$ cat config.mk
export PLATFORM = sky130hd
export DESIGN_NAME = key_idle_timer
export DESIGN_NICKNAME = d
export VERILOG_FILES = /design/src/rtl/key_timer_pkg.sv /design/src/rtl/tick_prescaler.sv /design/src/rtl/key_idle_timer.sv
export SDC_FILE = /design/constraint.sdc
export NUM_CORES = 1
export LEC_CHECK = 0
export ABC_AREA = 1
export CAP_MARGIN = 5
export CORE_ASPECT_RATIO = 0.5
export CORE_UTILIZATION = 35
export CTS_CLUSTER_SIZE = 28
export DETAILED_ROUTE_END_ITERATION = 10
export PLACE_DENSITY_LB_ADDON = 0.1
export SLEW_MARGIN = 20
export SYNTH_ARGS = -nofsm -noshare
export SYNTH_HDL_FRONTEND = slang
export SYNTH_SLANG_ARGS = --single-unit
$ cat constraint.sdc
create_clock -name clock -period 8.2 [get_ports clock]
set_input_delay 0.82 -clock clock [delete_from_list [all_inputs] [get_ports clock]]
set_output_delay 0.82 -clock clock [all_outputs]
set_load 0.005 [all_outputs]
$ cat src/rtl/key_timer_pkg.sv
// Shared definitions for the key inactivity timer: state encoding and defaults.
package key_timer_pkg;

  localparam int unsigned STATE_W = 2;

  typedef enum logic [STATE_W-1:0] {
    IDLE = 2'd0,
    RUN  = 2'd1,
    WARN = 2'd2,
    HALT = 2'd3
  } timer_state_e;

  // Reasonable power-on threshold for integrators that do not program one.
  localparam int unsigned DEFAULT_TIMEOUT = 15;

endpackage

$ cat src/rtl/tick_prescaler.sv
// Divides the clock into count ticks; one tick every PRESCALE running cycles.
module tick_prescaler #(
  parameter int unsigned PRESCALE = 1
) (
  input  logic clock,
  input  logic reset,
  input  logic run,
  input  logic restart,
  output logic tick
);

  localparam int unsigned PW = (PRESCALE > 1) ? $clog2(PRESCALE) : 1;
  localparam logic [PW-1:0] LAST = PW'(PRESCALE - 1);

  logic [PW-1:0] cnt_q, cnt_d;

  // Restart wins; otherwise advance only while running, wrapping on the tick.
  always_comb begin
    cnt_d = cnt_q;
    tick  = 1'b0;
    if (restart) begin
      cnt_d = '0;
    end else if (run) begin
      if (cnt_q == LAST) begin
        tick  = 1'b1;
        cnt_d = '0;
      end else begin
        cnt_d = cnt_q + PW'(1);
      end
    end
  end

  // Prescaler phase register.
  always_ff @(posedge clock or posedge reset) begin
    if (reset) cnt_q <= '0;
    else       cnt_q <= cnt_d;
  end

endmodule

$ cat src/rtl/key_idle_timer.sv
// Inactivity timer for the lock datapath: warns, then flags expiry after idle keys.
module key_idle_timer
  import key_timer_pkg::*;
#(
  parameter int unsigned N        = 4,
  parameter int unsigned CW       = 32,
  parameter int unsigned PRESCALE = 1,
  parameter int unsigned EW       = 4
) (
  input  logic               clock,
  input  logic               reset,
  input  logic               enable,
  input  logic [N-1:0]       key,
  input  logic               clear,
  input  logic               auto_rearm,
  input  logic [CW-1:0]      timeout,
  input  logic [CW-1:0]      warn_at,
  output logic [CW-1:0]      count,
  output logic               warn,
  output logic               expired,
  output logic               expire_pulse,
  output logic [EW-1:0]      expire_count,
  output logic [STATE_W-1:0] state
);

  timer_state_e  state_q, state_d;
  logic [CW-1:0] count_q, count_d;
  logic          warn_q, warn_d;
  logic          expired_q, expired_d;
  logic          pulse_q, pulse_d;
  logic [EW-1:0] ecount_q, ecount_d;

  logic          key_act;
  logic          counting;
  logic          restart;
  logic          tick;
  logic [CW:0]   cnt_inc;
  logic          hit;
  logic          no_timeout;
  logic [CW-1:0] cnt_next;

  assign key_act    = |key;
  assign counting   = (state_q == RUN) || (state_q == WARN);
  assign restart    = !enable || clear || key_act;
  assign no_timeout = (timeout == '0);
  // Extra bit keeps count+1 from wrapping before the threshold compare.
  assign cnt_inc    = {1'b0, count_q} + (CW+1)'(1);
  assign hit        = !no_timeout && (cnt_inc >= {1'b0, timeout});

  tick_prescaler #(
    .PRESCALE(PRESCALE)
  ) u_prescaler (
    .clock  (clock),
    .reset  (reset),
    .run    (counting),
    .restart(restart),
    .tick   (tick)
  );

  // Next-state and output logic in priority order: enable, clear, key, tick.
  always_comb begin
    state_d   = state_q;
    count_d   = count_q;
    warn_d    = warn_q;
    expired_d = expired_q;
    pulse_d   = 1'b0;
    ecount_d  = ecount_q;
    cnt_next  = count_q;

    if (!enable) begin
      state_d = IDLE;
      count_d = '0;
      warn_d  = 1'b0;
    end else if (clear) begin
      state_d   = RUN;
      count_d   = '0;
      warn_d    = 1'b0;
      expired_d = 1'b0;
      ecount_d  = '0;
    end else if (key_act) begin
      state_d   = RUN;
      count_d   = '0;
      warn_d    = 1'b0;
      expired_d = 1'b0;
    end else if (counting) begin
      if (tick && hit) begin
        pulse_d   = 1'b1;
        expired_d = 1'b1;
        warn_d    = 1'b0;
        ecount_d  = (ecount_q == '1) ? ecount_q : ecount_q + EW'(1);
        if (auto_rearm) begin
          count_d = '0;
          state_d = RUN;
        end else begin
          count_d = timeout;
          state_d = HALT;
        end
      end else begin
        if (tick) begin
          if (no_timeout && (count_q == '1)) cnt_next = count_q;
          else                               cnt_next = count_q + CW'(1);
        end
        count_d = cnt_next;
        // Thresholds are live, so the warning is re-evaluated every cycle.
        warn_d  = (cnt_next >= warn_at) && (no_timeout || (warn_at < timeout));
        state_d = warn_d ? WARN : RUN;
      end
    end
  end

  // State and output registers.
  always_ff @(posedge clock or posedge reset) begin
    if (reset) begin
      state_q   <= IDLE;
      count_q   <= '0;
      warn_q    <= 1'b0;
      expired_q <= 1'b0;
      pulse_q   <= 1'b0;
      ecount_q  <= '0;
    end else begin
      state_q   <= state_d;
      count_q   <= count_d;
      warn_q    <= warn_d;
      expired_q <= expired_d;
      pulse_q   <= pulse_d;
      ecount_q  <= ecount_d;
    end
  end

  assign count        = count_q;
  assign warn         = warn_q;
  assign expired      = expired_q;
  assign expire_pulse = pulse_q;
  assign expire_count = ecount_q;
  assign state        = state_q;

endmodule
Yosys cells after proc, flatten, opt, wreduce, memory -nomap -nowiden:

Cells that the tools add are included.

* input bits: 73
* bits in read-only memories: 0
* memories: 0
* flip-flop bits (word level): 42
* bits in latches: 0
* output and inout bits: 41
* bits in writable memories: 0

* shifts and indexed selects: 0
* div/mod/pow operators: 0
* multiply operators: 0
* equal/unequal tests: 7
* bitwise gates (word level): 0
* order comparisons: 3
* reductions and logical operators: 19
* add/subtract/negate cells: 4
* muxes and demuxes: 45

Operators by type and width (count)
* 2-to-1 mux 32 bit: 13
* adder 32 x 1 -> 33 bit, second input constant: 1
* >= comparator 33 x 32 -> 1 bit: 1
* adder 32 x 1 -> 32 bit, second input constant: 1
* == test 32 bit, second input constant: 1
* >= comparator 32 bit: 1
* zero test 32 bit: 1
* less-than comparator 32 bit: 1
* 2-to-1 mux 1 bit: 20
* 2-to-1 mux 4 bit: 5
* 2-to-1 mux 2 bit: 7
* nonzero test 2 bit: 3
* nonzero test 3 bit: 2
* AND reduction 5 bit: 1
* adder 4 x 1 -> 4 bit, second input constant: 1
* == test 4 bit, second input constant: 1
* logical AND 1 bit: 4
* logical OR 1 bit: 4
* inequality test 2 bit, second input constant: 2
* inequality test 4 x 1 -> 1 bit, second input constant: 1
* OR reduction 4 bit: 1
* AND reduction 3 bit: 1
* == test 2 x 1 -> 1 bit, second input constant: 1
* == test 2 bit, second input constant: 1
* 2 further kinds: 3

Logic depth before layout (Yosys ltp):

Gate-level depths: netlist of the first run.

* depth after elaboration: 18
* depth in mapped cells: 28
* depth with buffers taken out: 27

Cells and area by module:

From an unflattened synthesis of the first run, not the netlist that was laid out.

* cell total of the unflattened synthesis: 1070
* area, all modules: 6353.6 um^2

By module, submodules not included
* key_idle_timer: sequential area each 1026.0 um^2, area an instance 6343.6 um^2, times used 1, cells each 1068
* tick_prescaler: sequential area each 0.0 um^2, area an instance 10.0 um^2, times used 1, cells each 2

Worst setup path before layout of the first run:

Ideal clock, no wire load.

* kind: input -> register
* start point: input port key[1]
* end point: register state_q[0] (netlist: state[0])
* required time: 8083 ps
* data arrival time: 3357 ps
* stages: 22
* slack: 4726 ps
* setup time: 117 ps
* cells stage by stage: nor4_2 -> nand3_2 -> nor2_4 -> inv_2 -> nand2_2 -> buf_4 -> nand2_1 -> nand2_1 -> inv_1 -> ha_1 -> nand2_1 -> nor2_1 -> nor3b_1 -> nand3_1 -> inv_1 -> nand2_1 -> nand2_1 -> nor2_1 -> a21oi_1 -> nand2_1 -> nand2_1 -> nand2_1

* longest elaborated chain between the ends: 17
* elaborated cells between the ends (all ways): 19
* those cells by class: order compare: 1; eq/ne: 1; mux: 13; reduce/logical: 4

Ends and longest elaborated chain
* start, declared: RTL line key_idle_timer.sv:13 `input logic [N-1:0] key,`
* OR reduction 4 bit *: RTL line key_idle_timer.sv:42 `assign key_act = |key;`
* logical OR 1 bit: RTL line key_idle_timer.sv:44 `assign restart = !enable || clear || key_act;`
* 2-to-1 mux 1 bit: RTL line tick_prescaler.sv:21 `if (restart) begin`
* 2-to-1 mux 32 bit: RTL line key_idle_timer.sv:99 `if (tick) begin`
* 2-to-1 mux 32 bit: RTL line key_idle_timer.sv:86 `if (tick && hit) begin`
* 2-to-1 mux 32 bit: RTL line key_idle_timer.sv:85 `end else if (counting) begin`
* 2-to-1 mux 32 bit: RTL line key_idle_timer.sv:80 `end else if (key_act) begin`
* 2-to-1 mux 32 bit: RTL line key_idle_timer.sv:74 `end else if (clear) begin`
* 2-to-1 mux 32 bit: RTL line key_idle_timer.sv:70 `if (!enable) begin`
* >= comparator 32 bit: RTL line key_idle_timer.sv:105 `warn_d = (cnt_next >= warn_at) && (no_timeout || (warn_at < timeout));`
* logical AND 1 bit: RTL line key_idle_timer.sv:105
* 2-to-1 mux 2 bit: RTL line key_idle_timer.sv:106 `state_d = warn_d ? WARN : RUN;`
* 2-to-1 mux 2 bit: RTL line key_idle_timer.sv:86
* 2-to-1 mux 2 bit: RTL line key_idle_timer.sv:85
* 2-to-1 mux 2 bit: RTL line key_idle_timer.sv:80
* 2-to-1 mux 2 bit: RTL line key_idle_timer.sv:74
* 2-to-1 mux 2 bit: RTL line key_idle_timer.sv:70
* end signal, assigned: RTL line key_idle_timer.sv:121 `state_q <= state_d;`
* end, declared: RTL line key_idle_timer.sv:26 `timer_state_e state_q, state_d;`

Every way passes the cells marked *; elsewhere a longest branch is shown, timed or not. The select of a mux whose other input is x is not followed.
A chain may end at the register's enable or synchronous reset.

Final worst setup path of the first run:

* start point: input port enable
* end point: register state_q[0] (netlist: state[0])

* longest elaborated chain between the ends: 18
* elaborated cells between the ends (all ways): 20
* those cells by class: order compare: 1; eq/ne: 1; mux: 13; reduce/logical: 5

Ends and longest elaborated chain
* start, declared: RTL line key_idle_timer.sv:12 `input logic enable,`
* zero test 1 bit
* logical OR 1 bit (2 in a row): RTL line key_idle_timer.sv:44
* 2-to-1 mux 1 bit: RTL line tick_prescaler.sv:21
* 2-to-1 mux 32 bit: RTL line key_idle_timer.sv:99
* 2-to-1 mux 32 bit: RTL line key_idle_timer.sv:86
* 2-to-1 mux 32 bit: RTL line key_idle_timer.sv:85
* 2-to-1 mux 32 bit: RTL line key_idle_timer.sv:80
* 2-to-1 mux 32 bit: RTL line key_idle_timer.sv:74
* 2-to-1 mux 32 bit: RTL line key_idle_timer.sv:70
* >= comparator 32 bit: RTL line key_idle_timer.sv:105
* logical AND 1 bit: RTL line key_idle_timer.sv:105
* 2-to-1 mux 2 bit: RTL line key_idle_timer.sv:106
* 2-to-1 mux 2 bit: RTL line key_idle_timer.sv:86
* 2-to-1 mux 2 bit: RTL line key_idle_timer.sv:85
* 2-to-1 mux 2 bit: RTL line key_idle_timer.sv:80
* 2-to-1 mux 2 bit: RTL line key_idle_timer.sv:74
* 2-to-1 mux 2 bit: RTL line key_idle_timer.sv:70

Parallel ways exist; a longest one is shown, timed or not. The select of a mux whose other input is x is not followed.

==> results of run 1 <==
-- placed cells by master (no fill, tap or decap), drive strengths merged, types with 2 or more instances in the layout --
| master | instances |
|---|---|
| a21o | 4 |
| nand3 | 73 |
| o21ai | 31 |
| nor2 | 87 |
| inv | 190 |
| xor2 | 23 |
| a21oi | 41 |
| ha | 97 |
| clkdlybuf4s50 | 113 |
| nand4 | 32 |
| clkbuf | 6 |
| nor3 | 11 |
| o21a | 3 |
| nand2 | 368 |
| o21bai | 2 |
| or2 | 14 |
| nor4 | 3 |
| dfrtp | 41 |
| buf | 3 |
-- worst min-delay path, cell delays in order, from the launching register on --
cell and delay [ns]:
dfrtp_1 0.35, nand2_1 0.05, nand2_1 0.05
-- power by group through the flow --
| stage | clock network (mW) | registers [mW] | logic (mW) |
|---|---|---|---|
| 3_3_place_gp | 0 | 0.213 | 0.135 |
| 6_report | 0.248 | 0.209 | 0.138 |
| 3_5_place_dp | 0 | 0.213 | 0.138 |
| 4_1_cts | 0.252 | 0.209 | 0.139 |
| 2_1_floorplan | 0 | 0.212 | 0.0688 |
| 5_1_grt | 0.258 | 0.210 | 0.159 |
-- routing by layer --
layer,track usage,share of wire,vias to the layer above
li1,-,-,3489
met1,0.383,0.54,3069
met2,0.324,0.38,201
met3,0.0327,0.071,14
met4,0.0317,0.0073,0
met5,0,0,-
-- flip-flops by register name, summed over array words and instances (netlist names) --
name / cells
count: 32
expire_count: 4
expire_pulse: 1
expired: 1
state: 2
warn: 1
-- area by class of cell --
type / count / area, um2 / area share
Sequential cell: 41 / 1030 / 0.132
Clock buffer: 6 / 139 / 0.0178
Timing Repair Buffer: 116 / 1150 / 0.148
Tap cell: 234 / 293 / 0.0375
Clock inverter: 2 / 37.5 / 0.00481
Multi-Input combinational cell: 791 / 4440 / 0.569
Inverter: 191 / 717 / 0.0919
-- worst max path at each step --
| stage | endpoint | slack, ns | cells after the start |
|---|---|---|---|
| after CTS | state[0] | 3.10 | 23 |
| after detailed placement | state[0] | 2.79 | 23 |
| after global placement | state[0] | 2.98 | 23 |
| after floorplan | state[0] | 4.73 | 22 |
| after global routing | state[0] | 2.58 | 23 |
| final | state[0] | 3.10 | 23 |
-- kinds of logic after synthesis --
family                     share of synthesized area
and+or+nand+nor                                0.403
buffers and inverters                          0.133
adders and majority gates                      0.193
AOI/OAI and AO/OA                             0.0752
DFF                                            0.163
xor gates and xnor gates                      0.0332
-- through the flow --
stage,worst slack [ns],instance area [um2]
after global routing,2.58,7800
after global placement,2.98,7620
after floorplan,4.73,6290
after detailed placement,2.79,7620
final,3.10,7800
after CTS,3.10,7800
==> flow_summary.json, run 1 <==
{
  "placed_cells": 1373,
  "antenna_found_initial": 0,
  "h-tree-depth": 2,
  "clk_pin_slew_ns": 0.06,
  "core_area_um2": 17500,
  "arrival_ns": 5.29,
  "timing.critical_path.slowest_cell_delay_ns": 0.69,
  "power_frac_comb": 0.232,
  "place_hpwl_um": 17200,
  "num_antenna_cells": 0,
  "wl_um": 21300,
  "synth_area_um2": 6290,
  "fp.dieW_um": 192,
  "power_density_nw_per_um2": 76.3,
  "rsz0062_at_grt": "false",
  "grt_overflow_total": 0,
  "final_layout_size_suffix_gt1_frac": 0.0497,
  "hold_end": "expired",
  "worst-r2r-cell-count": 21,
  "synthCells": 1044,
  "drt_pass1_iterations": 5,
  "vias_per_cell": 4.90,
  "p_seq_frac": 0.352,
  "fin_worst_skew_ns": 0.0120,
  "crit_path_end_kind": "flop",
  "syn_nets": 1214,
  "hold_path_startpoint": "expired",
  "floorplan.rows": 34,
  "nFillCells": 1900,
  "ios": 114,
  "cap_violations": 0,
  "dieArea_um2": 18600,
  "crit_top_cell": "nand2_1",
  "port_buffers": 113,
  "clk_path_buf_depth": 2,
  "hold_violations": 0,
  "rrSetupSlack_ns": 3.63,
  "die_h_um": 96.8,
  "postCtsResizedCells": 0,
  "worstReg2RegStart": "state[0]",
  "startpoint": "enable",
  "routedWlPerCell_um": 15.4,
  "drt.antenna.violating_nets": 0,
  "hold_buffers": 0,
  "drv_slew": 0,
  "tightestPinTransition_ns": 0.700,
  "cts_tree": "yes",
  "switching_power_mw": 0.173,
  "yosys_warnings": 0,
  "area_delta_synth_final_pct": 24.0,
  "ys_ff_latch": 41,
  "hold_slack_ns": 0.487,
  "yosysSeqAreaShare": 0.163,
  "yosysMostFrequentCell": "nand2_1",
  "nNetsFinal": 1316,
  "cp-start-kind": "primary input",
  "grt_usage": 0.236,
  "path_buf_inv": 5,
  "relSlewSlack": 0.533,
  "worst_path_max_delay_cell": "inv_2",
  "fin_crit_ns": 5.10,
  "grt_max_degree": 42,
  "synth_edf_count": 0,
  "crit_family": "simple AND/OR/NAND/NOR gates",
  "cts.sinks": 41,
  "crit_chain": "clkdlybuf4s50_1 -> inv_2 -> nor2_1 -> nand3_2 -> inv_2 -> nand2_1 -> nand2_2 -> nand2_1 -> nand2_1 -> inv_1 -> ha_1 -> nand2_1 -> nor2_1 -> nor3b_1 -> nand3_1 -> inv_1 -> nand2_1 -> nand2_1 -> nor2_1 -> a21oi_1 -> nand2_1 -> nand2_1 -> nand2_1",
  "min_path_type": "flop to flop",
  "ir_drop_mv": 0.0565,
  "synthDistinctLibCells": 36,
  "hold_path_depth": 2,
  "drc": 0,
  "syn_avg_cell_area_um2": 6.03,
  "r2r-end": "state[0]",
  "yosys.area.top_type": "nand2_1",
  "p_leak_nw": 4.56,
  "post-cts-setup-buffers": 0,
  "numCtsBuffers": 5,
  "crit_type": "primary input to flop",
  "total_power_mw": 0.595,
  "tns_ns": 0,
  "status": "finished, final reports clean",
  "max_freq_mhz": 196,
  "initial_core_util": 0.360,
  "final_util": 0.446,
  "cts-root-buf": "clkbuf_16",
  "clock_power_share": 0.417,
  "drt_iter0_drc": 474,
  "async_flop_share": 1.00,
  "required_ns": 8.39,
  "final_cells": 1381,
  "synth_top_area_share": 0.215,
  "synthFlopType": "dfrtp_1",
  "setup-violations-final": 0,
  "ys_top_cells_by_area": "nand2_1 22%, ha_1 19%, dfrtp_1 16%",
  "crit_fanout": 39,
  "synth_common_cells": "361 x nand2_1, 187 x inv_1, 97 x ha_1, 81 x nor2_1, 71 x nand3_1",
  "swShare": 0.290,
  "place_congestion": 0.937,
  "clkLatencyLatePin_ns": 0.30,
  "grt_pass1_wl_um": 34200,
  "grt_pass1_vias": 6202,
  "finalCritPeriodShare": 0.622,
  "via_count": 6773,
  "p_int_mw": 0.423
}
(Power assumes the default switching activity.)
==> run 2: changes to the inputs <==
==> constraint.sdc (replaced) <==
create_clock -name clock -period 4.5 [get_ports clock]
set_input_delay 0.45 -clock clock [delete_from_list [all_inputs] [get_ports clock]]
set_output_delay 0.45 -clock clock [all_outputs]
set_load 0.005 [all_outputs]
==> run 2 against run 1 <==
- design area is 0.88% higher
- setup slack worse by 2.6 ns
- routed wire length is 5.1% higher
- hold slack worse by 0.0069 ns
- sequential power is 82% higher
- combinational power is 85% higher
- register-to-register slack worse by 3.2 ns
- core utilization is 0.39 points higher
- highest routed layer unchanged
==> flow_summary.json, run 2 (synthesis gave the netlist of run 1 again) <==
{
  "cts_tree": "yes",
  "initial_core_util": 0.360,
  "seqCellArea_um2": 1030,
  "grt_pass1_wl_um": 35300,
  "power_density_nw_per_um2": 130,
  "path_buf_inv": 3,
  "port_buffers": 113,
  "crit_type": "flop to flop",
  "final_cell_mix": "361 x nand2_1, 186 x inv_1, 113 x clkdlybuf4s50_1, 97 x ha_1, 81 x nor2_1",
  "cts.sinks": 41,
  "final_cell_area_um2": 7870,
  "status": "finished, final reports clean",
  "ios": 114,
  "final_layout_size_suffix_gt1_frac": 0.0595,
  "ir_drop_mv": 0.105,
  "min_path_type": "flop to flop",
  "h-tree-depth": 2,
  "postCtsResizedCells": 0,
  "max_freq_mhz": 248,
  "clkLatencyLatePin_ns": 0.30,
  "nNetsFinal": 1328,
  "grt_usage": 0.245,
  "drv_slew": 0,
  "power_frac_comb": 0.249,
  "routedWlPerCell_um": 16.1,
  "p_leak_nw": 4.61,
  "place_hpwl_um": 18000,
  "die_h_um": 96.8,
  "largest_register_ffs": 32,
  "num_antenna_cells": 0,
  "floorplan.rows": 34,
  "crit_top_cell": "nand2_1",
  "grt_pass1_vias": 6251,
  "switching_power_mw": 0.321,
  "fp.dieW_um": 192,
  "grt_max_degree": 42,
  "crit_family": "simple AND/OR/NAND/NOR gates",
  "timing.critical_path.slowest_cell_delay_ns": 0.45,
  "relSlewSlack": 0.600,
  "nFillCells": 1898,
  "hold_buffers": 0,
  "clk_path_buf_depth": 2,
  "setup-violations-final": 0,
  "core_area_um2": 17500,
  "cts-root-buf": "clkbuf_16",
  "total_power_mw": 1.02,
  "placed_area_um2": 7730,
  "drc": 0,
  "drt_iter0_drc": 507,
  "tns_ns": 0,
  "area_delta_synth_final_pct": 25.1,
  "crit_fanout": 18,
  "vias_per_cell": 4.92,
  "rsz0062_at_grt": "false",
  "post-cts-setup-buffers": 0,
  "antenna_found_initial": 0,
  "crit_path_end_kind": "flop",
  "drt.antenna.violating_nets": 0,
  "numCtsBuffers": 5,
  "tightestPinTransition_ns": 0.599,
  "finalCritPeriodShare": 0.896,
  "swShare": 0.315,
  "cp-start-kind": "flop",
  "fin_crit_ns": 4.03,
  "rrSetupSlack_ns": 0.47,
  "required_ns": 4.69,
  "dieArea_um2": 18600,
  "clock_power_share": 0.377,
  "grt_overflow_total": 0,
  "multi_input_area_um2": 4440,
  "arrival_ns": 4.22,
  "clk_pin_slew_ns": 0.07,
  "place_congestion": 0.943,
  "wl_um": 22400,
  "drt_pass1_iterations": 5,
  "worst_path_max_delay_cell": "dfrtp_1",
  "hold_violations": 0,
  "p_seq_frac": 0.373,
  "crit_chain": "ha_1 -> nand2_2 -> nor2_4 -> nand3_1 -> nor2_2 -> nand3_1 -> nand2_1 -> nand2_2 -> buf_4 -> nand2_1 -> nand2_1 -> inv_1 -> ha_1 -> nand2_1 -> inv_1 -> nor2_1 -> o21a_1 -> nand2_1 -> a21oi_1 -> nand2_1 -> o21ai_0 -> nand2_1 -> nand2_1 -> nand2_1",
  "cap_violations": 0,
  "layout_commonest_cell": "nand2_1",
  "p_int_mw": 0.700,
  "fin_worst_skew_ns": 0.00555,
  "via_count": 6854
}
run 2: changes by cell type in the layout (fill, tap and decap cells not counted), sizes merged:
cell / previous run / this run
buf: 3 / 15
clkinv: 1 / 3
bufinv: 1 / 0
clkbuf: 6 / 5
run 2: path summary, 6_finish.rpt:
| path | startpoint | to | depth (start not counted) |
|---|---|---|---|
| worst min register to register | warn | warn | 2 |
| min in group asynchronous | reset | count[26] | 3 |
| max in group asynchronous | reset | count[2] | 3 |
| worst max-delay path | count[0] | state[1] | 24 |
| worst min-delay path | warn | warn | 2 |
| worst max register to register | count[0] | state[1] | 24 |
run 2: worst reg2reg max path: stages, from the launching register on:
cell and delay (ns):
dfrtp_1 0.45, ha_1 0.25, nand2_2 0.09, nor2_4 0.17
nand3_1 0.24, nor2_2 0.25, nand3_1 0.19, nand2_1 0.15
nand2_2 0.30, buf_4 0.32, nand2_1 0.08, nand2_1 0.07
inv_1 0.07, ha_1 0.23, nand2_1 0.06, inv_1 0.03
nor2_1 0.09, o21a_1 0.17, nand2_1 0.06, a21oi_1 0.19
nand2_1 0.10, o21ai_0 0.16, nand2_1 0.08, nand2_1 0.06
nand2_1 0.05
run 2: power by group through the flow:
stage                     clock network [mW]  logic, mW  registers [mW]
final                                  0.385      0.255           0.381
after global routing                   0.412      0.288           0.382
after CTS                              0.396      0.256           0.381
after detailed placement                   0      0.254           0.388
after global placement                     0      0.251           0.389
after floorplan                            0      0.125           0.386
run 2: area by class of cell:
| class | instances | share of cell area |
|---|---|---|
| Sequential cell | 41 | 0.130 |
| Multi-Input combinational cell | 791 | 0.564 |
| Inverter | 191 | 0.0911 |
| Clock inverter | 3 | 0.00223 |
| Clock buffer | 5 | 0.0159 |
| Tap cell | 234 | 0.0372 |
| Timing Repair Buffer | 128 | 0.160 |
run 2: through the flow:
step / worst slack, ns / hold slack, ns / cells / utilization
after floorplan: 1.40 / 0.471 / 1044 / -
after global placement: 0.336 / 0.471 / 1385 / 0.442
after detailed placement: 0.354 / 0.466 / 1385 / 0.442
after CTS: 0.543 / 0.484 / 1393 / 0.450
after global routing: 0.169 / 0.527 / 1393 / 0.450
final: 0.467 / 0.480 / 1393 / 0.450
run 2: layer usage:
layer	track usage	up-vias	wire length, um
li1	-	3513	-
met1	0.403	3099	12300
met2	0.341	235	8600
met3	0.0203	7	1390
met4	0.0293	0	104
met5	0	-	0
